<file path="src/rtl/fetch_unit_if.sv">
// Control-unit / host-load bus between the fetch stage and its neighbours.
// The master drives PC control and program loading; the fetch unit is the slave.
interface fetch_unit_if #(
   parameter int ADDR_WIDTH = 4,
   parameter int DATA_WIDTH = 8
);
   logic                  pc_enable;
   logic                  pc_load;
   logic                  halt;
   logic                  prog_we;
   logic [ADDR_WIDTH-1:0] prog_addr;
   logic [DATA_WIDTH-1:0] prog_data;
   logic                  prog_start;
   logic [DATA_WIDTH-1:0] instruction;
   logic [ADDR_WIDTH-1:0] pc;
   logic                  running;
   logic                  halted;
   logic                  pc_wrapped;
   logic [7:0]            instr_count;

   modport master (
      output pc_enable, pc_load, halt, prog_we, prog_addr, prog_data, prog_start,
      input  instruction, pc, running, halted, pc_wrapped, instr_count
   );

   modport slave (
      input  pc_enable, pc_load, halt, prog_we, prog_addr, prog_data, prog_start,
      output instruction, pc, running, halted, pc_wrapped, instr_count
   );
endinterface

</file>
<file path="src/rtl/fetch_unit.sv">
// Instruction fetch: PC, register-file program memory with async read, and a
// LOAD/RUN/HALTED sequencer driven by the control unit and a host load port.
module fetch_unit #(
   parameter int                         ADDR_WIDTH = 4,
   parameter int                         DATA_WIDTH = 8,
   parameter logic [DATA_WIDTH-1:0]      RESET_FILL = 8'h70
) (
   input logic          clk,
   input logic          rst,
   fetch_unit_if.slave  bus
);
   localparam int DEPTH = 1 << ADDR_WIDTH;
   localparam logic [DATA_WIDTH-1:0] NOP_WORD = DATA_WIDTH'(8'hF0);

   typedef enum logic [1:0] {S_LOAD, S_RUN, S_HALTED} state_t;

   state_t                r_state;
   logic [DATA_WIDTH-1:0] r_mem [DEPTH];
   logic [ADDR_WIDTH-1:0] r_pc;
   logic                  r_running;
   logic                  r_halted;
   logic                  r_wrapped;
   logic [7:0]            r_cnt;

   logic [DATA_WIDTH-1:0] w_instr;
   logic [7:0]            w_cnt_inc;

   // The decoder sees a NOP while the host is still loading.
   assign w_instr   = (r_state == S_LOAD) ? NOP_WORD : r_mem[r_pc];
   assign w_cnt_inc = (r_cnt == 8'hFF) ? r_cnt : r_cnt + 8'd1;

   always_ff @(posedge clk) begin
      if (rst) begin
         r_state   <= S_LOAD;
         r_pc      <= '0;
         r_running <= 1'b0;
         r_halted  <= 1'b0;
         r_wrapped <= 1'b0;
         r_cnt     <= '0;
         for (int i = 0; i < DEPTH; i++) r_mem[i] <= RESET_FILL;
      end else begin
         case (r_state)
            S_LOAD: begin
               if (bus.prog_we) r_mem[bus.prog_addr] <= bus.prog_data;
               if (bus.prog_start) begin
                  r_state   <= S_RUN;
                  r_running <= 1'b1;
                  r_pc      <= '0;
                  r_wrapped <= 1'b0;
                  r_cnt     <= '0;
               end
            end
            S_RUN: begin
               if (bus.halt) begin
                  r_state   <= S_HALTED;
                  r_running <= 1'b0;
                  r_halted  <= 1'b1;
               end else if (bus.pc_load) begin
                  // Jump target comes from the jump itself; PC has not moved yet.
                  r_pc  <= w_instr[ADDR_WIDTH-1:0];
                  r_cnt <= w_cnt_inc;
               end else if (bus.pc_enable) begin
                  if (r_pc == '1) r_wrapped <= 1'b1;
                  r_pc  <= r_pc + ADDR_WIDTH'(1);
                  r_cnt <= w_cnt_inc;
               end
            end
            S_HALTED: ;
            default: begin
               r_state   <= S_LOAD;
               r_running <= 1'b0;
               r_halted  <= 1'b0;
            end
         endcase
      end
   end

   assign bus.instruction = w_instr;
   assign bus.pc          = r_pc;
   assign bus.running     = r_running;
   assign bus.halted      = r_halted;
   assign bus.pc_wrapped  = r_wrapped;
   assign bus.instr_count = r_cnt;
endmodule
</file>
<file path="src/flat_wrapper.sv">
// flat-port wrapper written by rule: the top's interface ports become plain ports
module fetch_unit_flat 
#(
   parameter int                         ADDR_WIDTH = 4,
   parameter int                         DATA_WIDTH = 8,
   parameter logic [DATA_WIDTH-1:0]      RESET_FILL = 8'h70
)
  (clk, rst, bus_pc_enable, bus_pc_load, bus_halt, bus_prog_we, bus_prog_addr, bus_prog_data, bus_prog_start, bus_instruction, bus_pc, bus_running, bus_halted, bus_pc_wrapped, bus_instr_count);
  fetch_unit_if #(.ADDR_WIDTH(ADDR_WIDTH), .DATA_WIDTH(DATA_WIDTH)) bus_i ();
  input logic clk;
  input logic rst;
  input wire logic [$bits(bus_i.pc_enable)-1:0] bus_pc_enable;
  input wire logic [$bits(bus_i.pc_load)-1:0] bus_pc_load;
  input wire logic [$bits(bus_i.halt)-1:0] bus_halt;
  input wire logic [$bits(bus_i.prog_we)-1:0] bus_prog_we;
  input wire logic [$bits(bus_i.prog_addr)-1:0] bus_prog_addr;
  input wire logic [$bits(bus_i.prog_data)-1:0] bus_prog_data;
  input wire logic [$bits(bus_i.prog_start)-1:0] bus_prog_start;
  output wire logic [$bits(bus_i.instruction)-1:0] bus_instruction;
  output wire logic [$bits(bus_i.pc)-1:0] bus_pc;
  output wire logic [$bits(bus_i.running)-1:0] bus_running;
  output wire logic [$bits(bus_i.halted)-1:0] bus_halted;
  output wire logic [$bits(bus_i.pc_wrapped)-1:0] bus_pc_wrapped;
  output wire logic [$bits(bus_i.instr_count)-1:0] bus_instr_count;
  assign bus_i.pc_enable = bus_pc_enable;
  assign bus_i.pc_load = bus_pc_load;
  assign bus_i.halt = bus_halt;
  assign bus_i.prog_we = bus_prog_we;
  assign bus_i.prog_addr = bus_prog_addr;
  assign bus_i.prog_data = bus_prog_data;
  assign bus_i.prog_start = bus_prog_start;
  assign bus_instruction = bus_i.instruction;
  assign bus_pc = bus_i.pc;
  assign bus_running = bus_i.running;
  assign bus_halted = bus_i.halted;
  assign bus_pc_wrapped = bus_i.pc_wrapped;
  assign bus_instr_count = bus_i.instr_count;
  fetch_unit #(.ADDR_WIDTH(ADDR_WIDTH), .DATA_WIDTH(DATA_WIDTH), .RESET_FILL(RESET_FILL)) u_core (.clk(clk), .rst(rst), .bus(bus_i));
endmodule
</file>
<file path="config.mk">
export PLATFORM = sky130hd
export DESIGN_NAME = fetch_unit_flat
export DESIGN_NICKNAME = d
export VERILOG_FILES = /design/src/rtl/fetch_unit_if.sv /design/src/rtl/fetch_unit.sv /design/src/flat_wrapper.sv
export SDC_FILE = /design/constraint.sdc
export NUM_CORES = 1
export LEC_CHECK = 0
export BUFFER_PORTS_ARGS = -buffer_cell sky130_fd_sc_hd__buf_2
export CAP_MARGIN = 10
export CORE_ASPECT_RATIO = 1.5
export CORE_MARGIN = 2
export CORE_UTILIZATION = 50
export CTS_CLUSTER_DIAMETER = 150
export DETAILED_ROUTE_END_ITERATION = 7
export PLACE_DENSITY = 0.71
export SKIP_CTS_REPAIR_TIMING = 1
export SLEW_MARGIN = 5
export SYNTH_ARGS = -nofsm -noshare
export SYNTH_HDL_FRONTEND = slang
export SYNTH_SLANG_ARGS = --single-unit
</file>
<file path="constraint.sdc">
create_clock -name clk -period 2.3 [get_ports clk]
set_input_delay 0.23 -clock clk [delete_from_list [all_inputs] [get_ports clk]]
set_output_delay 0.23 -clock clk [all_outputs]
set_load 0.02 [all_outputs]
</file>
# --- Word level (Yosys, flattened, before mapping) ---
# Memory sizes are Yosys's and may differ from the RTL's. A register that Yosys moved wholly into a read port is not among the register bits.
# Index checks and enable logic that the tools add are counted.
word_totals:
  register_bits: 17
  ram_bits: 128
  in_bits: 19
  output_inout_bits: 23
  n_memories: 1
mem_list:
  columns: ["name", "depth", "width", "read_ports", "rd_clocked_by_memory_dff", "wr", "line", "rtl"]
  rows:
  - ["u_core.r_mem", 16, 8, 1, 1, 16, "fetch_unit.sv:18", "logic [DATA_WIDTH-1:0] r_mem [DEPTH];"]
classes:
  addsub: 2
  eq_ne: 11
  mux: 37
  bitwise_logic: 2
  reduce_logical: 8
ops:
  columns: ["op", "n"]
  rows:
  - ["$mux W8", 7]
  - ["$mux W4", 7]
  - ["$pmux W8 S2", 1]
  - ["$mux W1", 15]
  - ["$ne A2 B2 Y1 const B", 5]
  - ["$add A8 B1 Y8 const B", 1]
  - ["$eq A8 B8 Y1 const B", 1]
  - ["$pmux W4 S2", 1]
  - ["$reduce_or A8 Y1", 1]
  - ["$pmux W2 S3", 1]
  - ["$reduce_and A6 Y1", 1]
  - ["$add A4 B1 Y4 const B", 1]
  - ["$eq A4 B4 Y1 const B", 1]
  - ["$mux W2", 2]
  - ["$pmux W1 S2", 2]
  - ["$reduce_and A4 Y1", 1]
  - ["$ne A3 B3 Y1 const B", 1]
  - ["$pmux W1 S3", 1]
  - ["$reduce_and A3 Y1", 1]
  - ["$eq A2 B1 Y1 const B", 1]
  - ["$eq A2 B2 Y1 const B", 1]
  - ["$logic_not A2 Y1", 1]
  - ["$ne A2 B1 Y1 const B", 1]
  - ["$not A1 Y1", 2]
  - ["3 further kinds", 3]

# --- Longest topological paths before layout ---
# Gate-level depths: netlist (run 1).
depth:
  depth_word: 7
  depth_mapped: 7

# --- Worst setup path after synthesis (run 1) ---
# Ideal clock, no wire load.
synth_path:
  kind: "register -> register"
  start: "reg u_core.r_state[0]"
  end: "mem u_core.r_mem[0][0] (enable)"
  setup_ps: 329
  arrival_ps: 1920
  required_ps: 1971
  path_slack_ps: 51
  stages_incl_launch_ff: 6
  path_buffers: 1
  period_less_slack_ps: 2249
  path_cell_list: "dfxtp_1 -> buf_6 -> or4b_4 -> or3_4 -> nor3_4 -> or2_1"
synth_rtl:
  columns: ["element", "line", "rtl"]
  rows:
  - ["start, declared", "fetch_unit.sv:17", "state_t r_state;"]
  - ["start signal, assigned", "fetch_unit.sv:34", "r_state <= S_LOAD;"]
  - ["start signal, assigned", "fetch_unit.sv:46", "r_state <= S_RUN;"]
  - ["start signal, assigned", "fetch_unit.sv:55", "r_state <= S_HALTED;"]
  - ["end, declared", "fetch_unit.sv:18", null]

==> impl.org, run 1 <==
** Status
- Run status :: finished, violations left
- Violated checks :: negative setup slack

** Yosys
- Number of distinct library cells after synthesis :: 48
- Number of flops mapped to enable cells by yosys :: 128
- Gate count after technology mapping :: 489
- In this run the cell area of the synthesized design comes to 6900 um2.
- For this run, the leading register cell type out of synthesis is edfxtp_1.
- A synthesized cell averages 14.1 um2.
- Number of synthesized register bits :: 148
- Synthesis produced a netlist with a net count of 510.
- Synth warn :: 0
- Share of synthesized flip-flops with an asynchronous set or reset :: 0%
- The share of the Yosys chip area taken by registers is 61.5%.

** Critical path
- The critical path crosses 5 cells after its start point.
- Crit. End Element :: primary output
- The largest single stage delay on the critical path is 0.52 ns.
- Worst path top cell family by delay :: multiplexers
- Critical path startpoint category :: flip-flop
- Number of cell instances on the worst register-to-register path :: 4
- Standard cell with the maximum stage delay on the critical path :: mux4_2
- Counting both buffers and inverters, the worst setup path holds a total of 2.
- In this run the worst path has a maximum fanout of 6.
- The cell that appears most often on the critical path is mux4_2.
- Cell breakdown of the critical path :: buf_12, mux4_2, mux4_2, or2_1, buf_2
- Data on the critical path arrives at its endpoint at 2.35 ns.
- For the worst setup path, the data required time is 2.07 ns.
- Critical path type :: reg2out

** Finish
- Relative to the synthesized area, the layout overhead comes to 19.1%.
- The library cell used most frequently in the layout, excluding fill and tap cells, is edfxtp_1.
- In the layout the commonest cells are 128 x edfxtp_1, 80 x and2_1, 41 x or3_1, 36 x buf_2, 35 x buf_4.
- Net total in the final layout :: 582
- Final core utilization :: 61.0%
- 0 antenna diodes ended up in the layout.
- Post-layout instance area :: 8220 um2
- Cells with a size suffix above 1 make up 32.2% of the layout.

** Clock network
- Depth of the CTS H-tree :: 4
- Clock buffers created by TritonCTS :: 17
- Clock-pin slew reported for the worst setup and hold paths after clock tree synthesis :: 0.06 ns
- Clock Tree Root :: clkbuf_16
- Maximum clock path buffer count :: 2
- Insertion delay of the later-clocked pin in the worst-skew pair :: 0.42 ns
- TritonCTS built the clock tree.
- Num Clock Sinks :: 148

** STA
- The number of max-slew violations in the final report came to 0.
- Max_slew headroom :: 50.0%
- Fmax :: 388 MHz
- Setup TNS :: -1.59 ns
- Once routing completed, OpenROAD measured the worst setup slack at -0.280 ns.
- Setup violation total in the final timing report :: 8
- Crit path time final :: 2.58 ns
- Part of the cycle the worst path needs :: 112%
- The total count of hold-check failures in the final report came to 0.
- Post-Route Skew :: 0.00913 ns
- For the pin with the worst max-slew slack, the measured transition is 0.742 ns.
- Setup repair after global routing could not meet its margin everywhere.

** Placed design
- Cell area reported after detailed placement :: 7450 um2
- Port buffering added 41 buffers.
- HPWL after detailed placement :: 11.3 mm
- Worst slack at placement :: 0.133 ns
- At the end of routability-driven placement, the weighted congestion stood at 0.818.

** Pwr
- IR analysis of the VDD net gives a maximum drop of 0.512 mV.
- P per Cell Area :: 739 nW/um2
- Leak :: 2.78 nW
- The completed layout was analyzed and its total power is 6.07 mW.

** Job
- The tool flagged a number of max-cap violations equal to 0.

** Global route
- The initial antenna violation count was 0.
- Global routing used 4.78% of the available met3 tracks.
- For met1 alone, demand over resource in global routing was 24.1%.
- GR Layer Usage met2 :: 42.8%
- Most used routing layer :: met2
- Maximum number of pins on one net before global-route repair :: 35
- Total global routing track utilization :: 22.6%
- Global-route wire length before repair :: 24.3 mm
- Summed over all layers, the global routing overflow is 0.
- Number of global-route vias before repair :: 4422

** Routing
- Once detail routing completed, the nets flagged for antenna violations numbered 0.
- Post-detailed-route DRC marker count :: 0
- Routed wire length :: 16.0 mm
- The final route contains 4314 vias.
- Dividing the detail-routed wire length by the instance count gives 21.7 um.
- Number of DRC violations after detailed-routing iteration 0 :: 249
- For this run, the detailed router's first-pass iteration total came to 5.
- Using the TritonRoute via totals, the vias-per-cell ratio works out to 5.86.

** Floorplanning
- Number of top-level pins :: 42
- Die Footprint :: 14800 um2
- Die span in y :: 148 um
- The initial utilization of the core area, before any placement, comes to 51.2%.
- DIE WIDTH :: 99.9 um
- The floorplan has 52 rows.
- Area inside the core boundary :: 13500 um2

** Hold path
- Hold Path Depth :: 3
- Worst Hold Class :: in2reg
==> tightest hold or removal path: cells and delay by family <==
kind	cells	cell delay, ns
buffers and inverters	1	0.13
AND/OR/NAND/NOR	1	0.07
AO/OA/AOI/OAI	1	0.06
==> stage by stage <==
step / cells / hold slack [ns]
after detailed placement: 693 / 0.481
after floorplan: 489 / 0.389
after CTS: 725 / 0.120
after global placement: 693 / 0.443
after global routing: 736 / 0.133
final: 736 / 0.124
==> per-layer routing <==
layer | vias to the layer above | part of all wire, %
met2 | 120 | 58
met5 | - | 0
li1 | 1973 | -
met1 | 2186 | 36
met3 | 35 | 3.6
met4 | 0 | 3.0
==> layout make-up <==
class,instances,area (um2)
tap,162,203
sequential,148,4250
clock buffer,17,425
timing repair buffer,83,644
clock inverter,15,148
fill,1020,5250
multi-input combinational,307,2530
inverter,4,15.0
==> final timing paths <==
| path | start | endpoint | slack, ns |
|---|---|---|---|
| min | bus_prog_start | u_core.r_state[0]$_SDFFE_PP0P_ | 0.12 |
| min reg2reg | u_core.bus.pc_wrapped$_SDFFE_PP0P_ | u_core.bus.pc_wrapped$_SDFFE_PP0P_ | 0.48 |
| max reg2reg | u_core.r_state[0]$_SDFFE_PP0P_ | u_core.r_mem[8][7]$_SDFFCE_PN0P_ | 0.15 |
| max | flip-flop | bus_instruction[5] | -0.28 |
==> cells in the mapped netlist, drive strengths merged, types with 3 or more instances <==
library cell / n / area [um2]
dfxtp: 20 / 400
nor4: 3 / 18.8
mux2i: 10 / 100
inv: 4 / 15.0
nand2: 10 / 37.5
and2: 80 / 500
or3: 42 / 268
mux4: 34 / 766
o21ai: 5 / 25.0
clkbuf: 21 / 78.8
o21a: 3 / 22.5
nand3: 6 / 30.0
buf: 9 / 67.6
or2: 22 / 138
nor2: 24 / 95.1
a211oi: 4 / 30.0
o22ai: 3 / 18.8
nor3: 8 / 66.3
a21oi: 10 / 50.1
edfxtp: 128 / 3840
nand2b: 17 / 114
==> sequential cells by signal, indices dropped and copies added (netlist names), named ones only <==
name                    count
u_core.r_state              2
u_core.bus.instr_count      8
u_core.bus.halted           1
u_core.r_mem              128
u_core.bus.pc_wrapped       1
u_core.bus.pc               4
==> power by group <==
group          total (mW)  internal, mW  switching (mW)
clock network        2.67          1.52            1.15
registers            3.01          2.98          0.0299
logic               0.392         0.151           0.241
==> cell families after synthesis <==
kind of cell | share of synthesized area [%]
AOI/OAI and AO/OA | 3.35
xor gates and xnor gates | 0.381
adders and majority gates | 0.363
buffers and inverters | 2.34
DFF | 61.5
muxes | 12.7
and+or+nand+nor | 19.4
Power figures use the tool's default switching activity.
==> inputs of run 2 (changes only) <==
--- a/config.mk
+++ b/config.mk
@@ -10,3 +10,2 @@
 export CORE_ASPECT_RATIO = 1.5
-export CORE_MARGIN = 2
 export CORE_UTILIZATION = 50
==> constraint.sdc (replaced) <==
create_clock -name clk -period 2.3 [get_ports clk]
set_input_delay 0.46 -clock clk [delete_from_list [all_inputs] [get_ports clk]]
set_output_delay 0.46 -clock clk [all_outputs]
set_load 0.02 [all_outputs]
==> impl.org, run 2 (synthesis gave the netlist of run 1 again) <==
** Status
- Run status :: finished, violations left
- Violated checks :: design-rule violations, negative setup slack

** Clock network
- Clock-pin slew was measured on the worst setup and hold paths at 0.06 ns.
- Depth of the CTS H-tree :: 4
- Counting along the longest clock path gives a buffer depth of 2.
- TritonCTS created 17 clock buffers.
- Clock Tree Root :: clkbuf_16
- CTS tree :: built
- At the later pin of the worst-skew pair, clock insertion delay measures 0.42 ns.
- The clock drives 148 sinks.

** Routing
- In the final routing, the length of wire on met1 measures 5.75 mm.
- Count of nets left with antenna violations after detail routing :: 0
- Post-detailed-route DRC marker count :: 9
- Number of vias in the routed layout :: 4333
- Final routed wire length divided by cell count :: 21.8 um
- Number of iterations in the first detailed-routing pass :: 6
- Via count normalized by instance count :: 5.89
- Met3 wire len :: 579 um
- Detail Route met2 WL :: 9.10 mm
- Number of DRC violations after detailed-routing iteration 0 :: 268
- Wires add up to 16.1 mm.
- Routed signal wires occupy layers up through met5.

** Finish
- The filler cells instantiated in the layout total 991.
- Post-layout instance area :: 8260 um2
- Leaving out fill and tap cells, the most frequent cell in the layout is edfxtp_1.
- Register containing the most flip-flops in the final layout :: u_core.r_mem
- Share of layout cells above drive strength 1 :: 33.3%
- 0 antenna diodes ended up in the layout.
- The register with the most flip-flops in the layout has 128 of them.
- Top library cells by usage in the layout, fill and taps aside :: 128 x edfxtp_1, 80 x and2_1, 41 x or3_1, 35 x buf_4
- For this run, the number of standard cells in the final layout without fillers is 736.
- The net count of the finished layout is 582.
- For this run, the share of the core covered by cells in the final layout is 61.3%.
- P&R area growth vs syn :: 19.6%

** Placed design
- Port buffering added 41 buffers.
- Worst slack at placement :: -0.0777 ns
- The placed instances occupy a cell area of 7490 um2.
- Counting tap cells, the placed design contains a total of 700 instances.
- The HPWL after detailed placement is 11.7 mm.
- RD Place Congestion :: 0.815

** Floorplanning
- DIE WIDTH :: 97.9 um
- After floorplanning, the core was divided into 52 placement rows.
- The die is 146 um tall.
- Once the floorplan was initialized, standard cells occupied 51.2% of the core.
- The core region is 13500 um2.
- Die Footprint :: 14300 um2
- During I/O placement, the number of pins put on the boundary was 42.

** STA
- Final setup slack of the worst path :: -0.464 ns
- Total count of hold-check failures in the final report :: 0
- Crit path time final :: 2.76 ns
- Of the available clock period, the critical path in the final layout requires 120%.
- Setup violation total in the final timing report :: 8
- Across the routed clock network, the largest skew measured is 0.00680 ns.
- Minimum hold slack :: 0.351 ns
- Max_slew headroom :: 36.8%
- Setup repair after global routing missed its margin :: yes
- The number of max-slew violations in the final report was 0.
- Worst Tran Pin Value :: 0.937 ns
- Setup TNS :: -3.19 ns
- Fmax :: 362 MHz

** Pwr
- Switching power as a share of total power :: 22.7%
- The worst-case IR drop observed on VDD is 0.429 mV.
- Reg power frac :: 49.0%
- For this design the ratio of total power to cell area is 743 nW/um2.
- For this design the total switching power over the nets is 1.40 mW.
- Portion of total power attributed to the clock network :: 44.4%
- Internal Dissipation :: 4.74 mW
- Power consumption :: 6.14 mW
- Combinational power share :: 6.6%
- In this run the static leakage power is 2.77 nW.

** Global route
- Antenna violations before repair :: 1
- The number of global-route vias before repair was 4492.
- The first global-routing pass estimated 24.6 mm of wire.
- Total global routing track utilization :: 23.6%
- Entering global routing, the biggest net connects 28 pins.
- Summed over all layers, the global routing overflow is 0.

** Critical path
- For the worst setup path, the data required time is 1.84 ns.
- Largest driver fanout on the critical path :: 7
- STA classifies the critical path startpoint as a flip-flop.
- Critical path type :: reg2out
- At the worst endpoint, the arrival time is 2.30 ns.
- Crit. End Element :: primary output

** Hold path
- Worst Hold Class :: in2reg

** Job
- Across the run, the number of max-cap violations was 0.
run 2: cell types whose count changed in the layout (fill, tap and decap cells not counted), moves of 2 or more:
cell        delta
or2_4          +5
clkinvlp_4     +5
inv_8          -2
buf_6          +4
buf_2          -2
or2_1          -5
clkinv_4       -3
run 2: critical path, cell delays in order (launching register included):
cell     delay (ns)
dfxtp_4        0.40
buf_12         0.14
mux4_2         0.51
mux4_2         0.47
or2_4          0.24
buf_6          0.13
run 2: area by class of cell:
cell class                 count  area (um2)  share of cell area, %
sequential                   148        4250                   51.5
multi-input combinational    307        2570                   31.1
timing repair buffer          83         639                   7.74
clock buffer                  18         429                   5.20
tap                          162         203                   2.46
clock inverter                14         154                   1.86
inverter                       4        15.0                  0.182
run 2: path summary, 6_finish.rpt:
path | from | endpoint | slack (ns) | cells past startpoint
max reg2reg | flip-flop | u_core.bus.pc[2]$_SDFFE_PP0P_ | 0.15 | 9
min reg2reg | u_core.bus.pc_wrapped$_SDFFE_PP0P_ | u_core.bus.pc_wrapped$_SDFFE_PP0P_ | 0.46 | 1
min | bus_prog_start | u_core.r_state[0]$_SDFFE_PP0P_ | 0.35 | 3
max | flip-flop | bus_instruction[4] | -0.46 | 5
run 2: power by group through the flow:
| stage | combinational, mW | clock (mW) | sequential, mW |
|---|---|---|---|
| global route | 0.430 | 2.85 | 3.01 |
| detailed placement | 0.379 | 0 | 3.06 |
| finish | 0.405 | 2.72 | 3.01 |
| CTS | 0.380 | 2.74 | 3.01 |
| global placement | 0.367 | 0 | 3.06 |
| floorplan | 0.227 | 0 | 3.06 |
run 2: per-layer routing:
| layer | track usage (%) | vias up |
|---|---|---|
| met2 | 43.5 | 115 |
| li1 | - | 1983 |
| met1 | 24.7 | 2190 |
| met5 | 0 | - |
| met3 | 4.66 | 43 |
| met4 | 12.9 | 2 |
==> inputs of run 3 (changes only) <==
- CORE_ASPECT_RATIO: 1.5 -> 0.7
- SKIP_LAST_GASP: not set -> 1
==> impl.org, run 3 (synthesis gave the netlist of run 1 again) <==
** Clock network
- Num Clock Sinks :: 148
- Maximum clock path buffer count :: 2
- Clock buffers created by TritonCTS :: 17
- TritonCTS built the clock tree.
- Clock-pin slew reported for the worst setup and hold paths after clock tree synthesis :: 0.06 ns
- Clock Tree Root :: clkbuf_16
- The H-tree generated during clock tree synthesis spans 4 levels.
- Insertion delay of the later-clocked pin in the worst-skew pair :: 0.42 ns

** Routing
- Dividing the detail-routed via count by the number of cells gives 5.70.
- Number of DRC violations after detailed-routing iteration 0 :: 336
- The first detailed-routing pass ran for 5 iterations.
- Routed wire length :: 15.9 mm
- Count of nets left with antenna violations after detail routing :: 0
- Post-detailed-route DRC marker count :: 0
- Number of vias in the routed layout :: 4288
- Final routed wire length divided by cell count :: 21.2 um

** STA
- The routed design could run at a clock period as short as 2.79 ns.
- Worst Tran Pin Value :: 0.663 ns
- Final number of max-transition violations :: 0
- Post-Route Skew :: 0.00729 ns
- Total count of hold-check failures in the final report :: 0
- Measured against its own limit, the worst slew margin works out to 55.5%.
- Setup repair after global routing could not meet its margin everywhere.
- Minimum hold slack :: 0.375 ns
- Once routing completed, OpenROAD measured the worst setup slack at -0.495 ns.
- Setup violation total in the final timing report :: 8
- Part of the cycle the worst path needs :: 122%
- Fmax :: 358 MHz

** Job
- Across the run, the number of max-cap violations was 0.

** Global route
- The number of global-route vias before repair was 4273.
- Antenna violations before repair :: 0
- Entering global routing, the biggest net connects 28 pins.
- The first global-routing pass estimated 24.9 mm of wire.
- Total global routing track utilization :: 24.6%
- The total overflow left after global routing is 0.

** Hold path
- The path class of the tightest hold or removal check is in2reg.
- The worst hold path terminates at u_core.bus.pc[1]$_SDFFE_PP0P_.
- The worst hold path passes through 3 cells.
- The worst hold path begins at bus_pc_load.

** Finish
- The library cell used most frequently in the layout, excluding fill and tap cells, is edfxtp_1.
- Register containing the most flip-flops in the final layout :: u_core.r_mem
- Number of flip-flops under the largest register name :: 128
- From synthesis to final layout, the design area changed by 19.6%.
- Number of antenna repair diodes :: 0
- Final core utilization :: 62.0%
- The library cells used most frequently in the layout, excluding fill and tap cells, are 128 x edfxtp_1, 80 x and2_1, 41 x or3_1, 38 x buf_2, 34 x mux4_2.
- Number of inserted filler cells in the final layout :: 1021
- The count of cells in the finished layout, fillers not included, comes to 752.
- In the final layout, the share of cells above drive strength 1 is 31.4%.
- Net total in the final layout :: 575

** Floorplanning
- DIE WIDTH :: 142 um
- The die covers 14300 um2.
- The floorplan step set the die height to 100 um.
- During I/O placement, the number of pins put on the boundary was 42.
- Core Rows :: 35
- Initial standard-cell utilization of the core :: 51.8%
- The floorplan step defined a core boundary enclosing 13300 um2.

** Critical path
- The worst setup path is launched from a flip-flop.
- Worst Path Required :: 1.84 ns
- R2r setup slk :: 0.08 ns
- Largest driver fanout on the critical path :: 8
- STA classifies the critical path endpoint as a primary output.
- The worst setup path is of the reg2out kind.
- The number of cells on the worst reg-to-reg path is 8.
- STA puts the critical path data arrival time at 2.33 ns.

** Placed design
- IO Port Bufs :: 41
- In this run, placement finished with an instance count of 719.
- At the placement stage, the worst setup path has a slack of -0.0726 ns.
- HPWL after detailed placement :: 11.3 mm
- Routability-driven placement finished with a final weighted congestion of 0.889.

** Status
- The final reports fail on negative setup slack.
- The flow ran to the end, but the final reports show violations.

** Pwr
- IR analysis of the VDD net gives a maximum drop of 0.494 mV.
- P per Cell Area :: 793 nW/um2
- For this design the static power due to leakage is 2.80 nW.
run 3: how the worst max path moves through the flow:
stage,slack [ns],endpoint
floorplan,0.005,bus_instruction[4]
global placement,-0.05,bus_instruction[7]
detailed placement,-0.07,bus_instruction[6]
CTS,-0.52,bus_instruction[6]
global route,-0.55,bus_instruction[6]
finish,-0.49,bus_instruction[6]
run 3: stage by stage:
step                total power [mW]  TNS, ns  area (um2)
floorplan                       3.29        0        6930
global placement                3.42   -0.155        7500
detailed placement              3.44   -0.282        7500
CTS                             6.58    -3.76        8180
global route                    6.75    -4.14        8250
finish                          6.55    -3.41        8250
run 3: critical path, stage by stage (launching register included):
cell and delay (ns):
dfxtp_4 0.39, buf_12 0.15, mux4_2 0.50, mux4_2 0.48, or2_4 0.24, buf_2 0.16
run 3: final cells by class:
cell class | instances | area [um2] | area share, %
Clock buffer | 17 | 425 | 5.15
Clock inverter | 15 | 253 | 3.06
Sequential cell | 148 | 4250 | 51.5
Tap cell | 185 | 231 | 2.80
Inverter | 4 | 15.0 | 0.182
Timing Repair Buffer | 76 | 558 | 6.76
Multi-Input combinational cell | 307 | 2520 | 30.6
run 3: routing by layer:
| metal | up-vias | part of all wire (%) | global-route usage [%] | routed length (um) |
|---|---|---|---|---|
| met4 | 0 | 1.1 | 7.69 | 183 |
| met5 | - | 0 | 0 | 0 |
| met1 | 2148 | 44 | 34.9 | 7070 |
| met3 | 20 | 7.0 | 5.92 | 1120 |
| li1 | 1972 | - | - | - |
| met2 | 148 | 47 | 37.6 | 7550 |
run 3: where the power goes:
| part | switching, mW | internal (mW) | leakage, nW |
|---|---|---|---|
| Combinational | 0.239 | 0.141 | 1.15 |
| Clock | 1.11 | 2.05 | 0.331 |
| Sequential | 0.0286 | 2.98 | 1.32 |
| Total | 1.38 | 5.17 | 2.80 |
